## config.mk

```make
export PLATFORM = sky130hd
export DESIGN_NAME = mips32_fetch_queue
export DESIGN_NICKNAME = d
export VERILOG_FILES = /design/src/rtl/mips32_fetch_queue.sv
export SDC_FILE = /design/constraint.sdc
export NUM_CORES = 1
export LEC_CHECK = 0
export ABC_AREA = 1
export CORE_ASPECT_RATIO = 0.5
export CORE_MARGIN = 8
export CORE_UTILIZATION = 50
export DETAILED_ROUTE_END_ITERATION = 10
export GPL_ROUTABILITY_DRIVEN = 0
export PLACE_DENSITY = 0.8
export SYNTH_ARGS = -nofsm -noshare
export SYNTH_HDL_FRONTEND = slang
export SYNTH_SLANG_ARGS = --single-unit
```

## constraint.sdc

```tcl
create_clock -name clk1 -period 8.37 [get_ports clk1]
set_input_delay 2.0925 -clock clk1 [delete_from_list [all_inputs] [get_ports clk1]]
set_output_delay 2.0925 -clock clk1 [all_outputs]
set_load 0.02 [all_outputs]
```

## src/rtl/mips32_fetch_queue.sv

```systemverilog
// rtl/mips32_fetch_queue.sv - MIPS32 instruction-fetch front end: PC, credit-limited fetch, instruction FIFO
//
// Purpose: owns the fetch PC, issues at most one word fetch per cycle to the
// instruction memory, buffers returned words with their NPC (fetch address + 1)
// and hands them to ID over a valid/ready handshake. A redirect (taken branch)
// flushes the buffer and restarts fetch at the branch target.
//
// Ports:
//   clk1           core clock, all state updates on posedge
//   rst            synchronous active-high reset
//   halt           level; suppresses new fetch requests only
//   redirect_valid one-cycle taken-branch pulse
//   redirect_pc    branch target word address
//   imem_req       fetch request (address valid)
//   imem_addr      low AW bits of the PC
//   imem_gnt       request accepted when imem_req & imem_gnt
//   imem_rvalid    read data valid, exactly one cycle after an accepted request
//   imem_rdata     instruction word from memory
//   out_valid      instruction available to ID
//   out_ir         head instruction word
//   out_npc        head instruction fetch address + 1
//   out_ready      ID accepts; pop when out_valid & out_ready

module mips32_fetch_queue #(
  parameter int          DEPTH    = 4,
  parameter int          AW       = 10,
  parameter logic [31:0] RESET_PC = 32'h0
) (
  input  logic          clk1,
  input  logic          rst,
  input  logic          halt,
  input  logic          redirect_valid,
  input  logic [31:0]   redirect_pc,
  output logic          imem_req,
  output logic [AW-1:0] imem_addr,
  input  logic          imem_gnt,
  input  logic          imem_rvalid,
  input  logic [31:0]   imem_rdata,
  output logic          out_valid,
  output logic [31:0]   out_ir,
  output logic [31:0]   out_npc,
  input  logic          out_ready
);

  localparam int PW = (DEPTH > 1) ? $clog2(DEPTH) : 1;
  localparam int CW = PW + 1;
  localparam logic [CW:0] DEPTH_C = (CW + 1)'(DEPTH);

  logic [31:0]   pc;
  logic [31:0]   pc_inc;
  logic [31:0]   tag;        // NPC of the request whose response is due next cycle
  logic          inflight;   // a response will arrive this cycle
  logic          drop;       // next response belongs to a flushed stream
  logic [31:0]   ir_mem  [DEPTH];
  logic [31:0]   npc_mem [DEPTH];
  logic [PW-1:0] rd_ptr;
  logic [PW-1:0] wr_ptr;
  logic [CW-1:0] count;
  logic [CW:0]   credit_used;
  logic          accept;
  logic          push;
  logic          pop;

  // An in-flight request already owns a slot, so the FIFO can never overflow.
  // The registered count is used, so a pop frees its slot only next cycle.
  always_comb begin
    credit_used = {1'b0, count} + {{CW{1'b0}}, inflight};
    imem_req    = !rst && !halt && !redirect_valid && (credit_used < DEPTH_C);
  end

  assign imem_addr = pc[AW-1:0];
  assign pc_inc    = pc + 32'd1;
  assign accept    = imem_req && imem_gnt;
  // A response landing in the redirect cycle belongs to the old stream.
  assign push      = imem_rvalid && inflight && !drop && !redirect_valid;
  assign out_valid = (count != '0);
  assign pop       = out_valid && out_ready;
  assign out_ir    = out_valid ? ir_mem[rd_ptr]  : 32'd0;
  assign out_npc   = out_valid ? npc_mem[rd_ptr] : 32'd0;

  always_ff @(posedge clk1) begin
    if (push) begin
      ir_mem[wr_ptr]  <= imem_rdata;
      npc_mem[wr_ptr] <= tag;
    end
  end

  always_ff @(posedge clk1) begin
    if (rst) begin
      pc       <= RESET_PC;
      tag      <= 32'd0;
      inflight <= 1'b0;
      drop     <= 1'b0;
      rd_ptr   <= '0;
      wr_ptr   <= '0;
      count    <= '0;
    end else begin
      if (redirect_valid) begin
        pc <= redirect_pc;
      end else if (accept) begin
        pc <= pc_inc;
      end

      if (accept) begin
        tag <= pc_inc;
      end

      if (accept) begin
        inflight <= 1'b1;
      end else if (imem_rvalid) begin
        inflight <= 1'b0;
      end

      // Only a response still outstanding after the redirect cycle needs
      // to be marked; one arriving now is already discarded by push.
      if (redirect_valid) begin
        drop <= inflight && !imem_rvalid;
      end else if (imem_rvalid) begin
        drop <= 1'b0;
      end

      if (redirect_valid) begin
        rd_ptr <= '0;
        wr_ptr <= '0;
        count  <= '0;
      end else begin
        if (push) begin
          wr_ptr <= wr_ptr + 1'b1;
        end
        if (pop) begin
          rd_ptr <= rd_ptr + 1'b1;
        end
        if (push && !pop) begin
          count <= count + 1'b1;
        end else if (pop && !push) begin
          count <= count - 1'b1;
        end
      end
    end
  end

endmodule

```

==> out/qor.csv <==
stage,metric,value,unit
status,status,completed,
timing,clock skew,11.54,ps
detailed_routing,DR vias/cell,5.437,
worst_setup_path,crit path kind,primary input to primary output,
timing,period utilisation layout,69.71,%
yosys,top-count cell post-synth,nor2_1,
yosys,#FFs+latches synth,331,
power,Pleak,0.005636,uW
placed_design,I/O Buffers,146,
final_layout,fin cells,1844,
final_layout,Reg area,0.009194,mm^2
timing,actual slew at the worst max-slew pin,1136,ps
global_routing,initial antenna violation count,3,
yosys,Synth Flop Type,edfxtp_1,
detailed_routing,DRT antenna net count,0,
timing,Final setup viols,0,
timing,fmax,171.4,MHz
worst_setup_path,critical path launch point type,primary input,
global_routing,GRT Total Usage,18.81,%
floorplan,Initial Util,50.46,%
detailed_routing,total wire length,33.04,mm
global_routing,first-pass GRT wire length,51.53,mm
timing,fin crit period,5834,ps
timing,Final Max Slew Viols,0,
placed_design,dpl hpwl,19.78,mm
cts,Clock Path Buffers,3,
cts,clock latency at the later pin of the worst-skew pair,550,ps
power,maximum VDD drop,0.1469,mV
yosys,most frequent cells after synthesis,"302 x nor2_1, 256 x edfxtp_1, 230 x nand2_1",
floorplan,Chip Width,251.3,um
worst_setup_path,CP top delay family,buffers and inverters,
power,Tot Pwr,3278,uW
worst_setup_path,worst-path cell chain,clkdlybuf4s50_1 > buf_4 > nor2_8 > nand3_2 > inv_2 > clkdlybuf4s50_1,
yosys,Yosys top cell area share,55.52,%
detailed_routing,first drt pass iteration count,5,
final_layout,nets,1537,
detailed_routing,DRC violation total after the first TritonRoute iteration,844,
worst_setup_path,Critical Path RT,6280,ps
worst_setup_path,WP data arrival,3740,ps
detailed_routing,routed len/inst,17.91,um
yosys,syn_nets,1429,
final_layout,Area growth syn-to-layout,18.91,%
worst_setup_path,"most used cell, CP",clkdlybuf4s50_1,
cts,"CTS clk-pin slew, worst paths",60,ps
cts,CTS resizes,0,
worst_setup_path,CP max stage cell,clkdlybuf4s50_1,
worst_setup_path,Worst Path Buf+Inv,4,
cts,clock root buffer,clkbuf_16,
flow_run,maximum capacitance violations,0,
yosys,Synth area leader,edfxtp_1,
worst_setup_path,CP Max Fanout,44,
floorplan,I/O pin count,147,
cts,CTS Hold Bufs,0,
global_routing,largest net degree at the start of global routing,85,
cts,CTS sink count,331,
detailed_routing,Residual DRC,0,
timing,unrepaired setup endpoints after global routing,no,
yosys,synth unique cells,34,
final_layout,fin util,60.00,%
cts,H-tree Lvls,1,
timing,Final Hold Viols,0,
power,Power Density,199.1,mW/mm^2
global_routing,GR Overflow Total,0,
yosys,Gate Count Post-Synth,1351,
yosys,Post-synth EDFFs,256,
global_routing,vias in the first global route,10000,
final_layout,filler cell count,2094,
yosys,ranking of synthesized cells by area,"edfxtp_1 56%, dfxtp_1 11%, nor2_1 8.2%, nand2_1 6.2%, o21ai_0 4.8%",
worst_setup_path,crit-path max cell delay,600,ps
cts,Post-CTS Setup Inserts,0,
worst_hold_path,Min-Delay Path Class,register to register,
yosys,sequential fraction of the synthesis area,66.37,%
timing,Post-Route Setup TNS,0,ps
floorplan,Die Area,0.03360,mm^2
cts,clock buffer count from CTS,30,
yosys,yosys warns,0,
detailed_routing,vias post-DR,10030,
yosys,Netlist Area Pre-Place,0.01385,mm^2
floorplan,core area,0.02744,mm^2
final_layout,layout cells sized above 1,7.225,%
timing,slew margin rel.,24.11,%
floorplan,chip height,133.7,um
placed_design,placed instance count,1787,
floorplan,Core Rows,43,
cts,CTS tree,yes,
yosys,ys async rst share,0,%
yosys,Mapped Avg Cell Area,10.25,um^2
final_layout,multi-input logic area,0.004099,mm^2
worst_setup_path,crit end category,primary output,
-- final cells by class --
class | instances | share of cell area [%]
sequential | 331 | 55.84
multi-input combinational | 890 | 24.90
timing repair buffer | 157 | 9.378
clock buffer | 39 | 5.274
tap | 360 | 2.736
inverter | 49 | 1.148
clock inverter | 15 | 0.6839
antenna | 3 | 0.04560
-- metal layers --
metal  track usage (%)  up-vias  wire length (um)
met5                 0        -                 0
met3             2.799       69              2006
met2             33.73      363             16470
met4             7.049        0              1091
met1             22.91     4792             13470
li1                  -     4802                 -
-- worst paths after layout --
check / startpoint / depth (start not counted) / slack, ps / end
max reg2reg: drop / 4 / 5470 / ir_mem[1][17]
max: rst / 6 / 2540 / imem_req
min: rd_ptr[1] / 2 / 470 / register
min reg2reg: rd_ptr[1] / 2 / 470 / register
-- where the power goes --
part	switching [uW]	total (uW)	internal [uW]	leakage, uW
sequential	17.6	1790	1770	0.00268
clock	590	1350	764	0.000485
combinational	71.6	135	63.3	0.00247
-- cell usage in the layout (no fill, tap or decap), drive strengths merged, types with 6 or more instances in the layout --
master / instances
nand2: 235
a31oi: 9
buf: 11
clkinv: 13
dfxtp: 75
o21ai: 136
edfxtp: 256
clkdlybuf4s50: 146
a21oi: 108
ha: 6
nand3: 66
clkbuf: 39
inv: 50
nor2: 313
-- stage by stage --
stage / setup slack, ps / hold slack, ps / instance area (um^2)
final: 2536 / 469.8 / 16460
after global routing: 2388 / 482.7 / 16460
after CTS: 2528 / 467.0 / 16460
after detailed placement: 2547 / 453.1 / 15480
after global placement: 2549 / 450.0 / 15480
after floorplan: 2621 / 435.6 / 13850
-- worst min-delay path: stages, from the launching register on --
cell	delay (ps)
dfxtp_1	300
inv_1	60
a21oi_1	70
-- logic make-up after synthesis --
kind of cell             after synthesis  share of synthesized area (%)
flip-flops                           331                          66.37
adder cells (fa/ha/maj)                7                         0.6868
AO/OA/AOI/OAI                        253                          9.416
XOR/XNOR                               8                         0.5060
AND/OR/NAND/NOR                      622                          18.74
buffers and inverters                130                          4.283
-- registers in the layout, summed over array words and instances, names as in the netlist, named ones only --
register,cells
drop,1
pc,32
count,3
tag,32
wr_ptr,2
rd_ptr,2
ir_mem,128
npc_mem,128
inflight,1
Power figures use the tool's default switching activity.
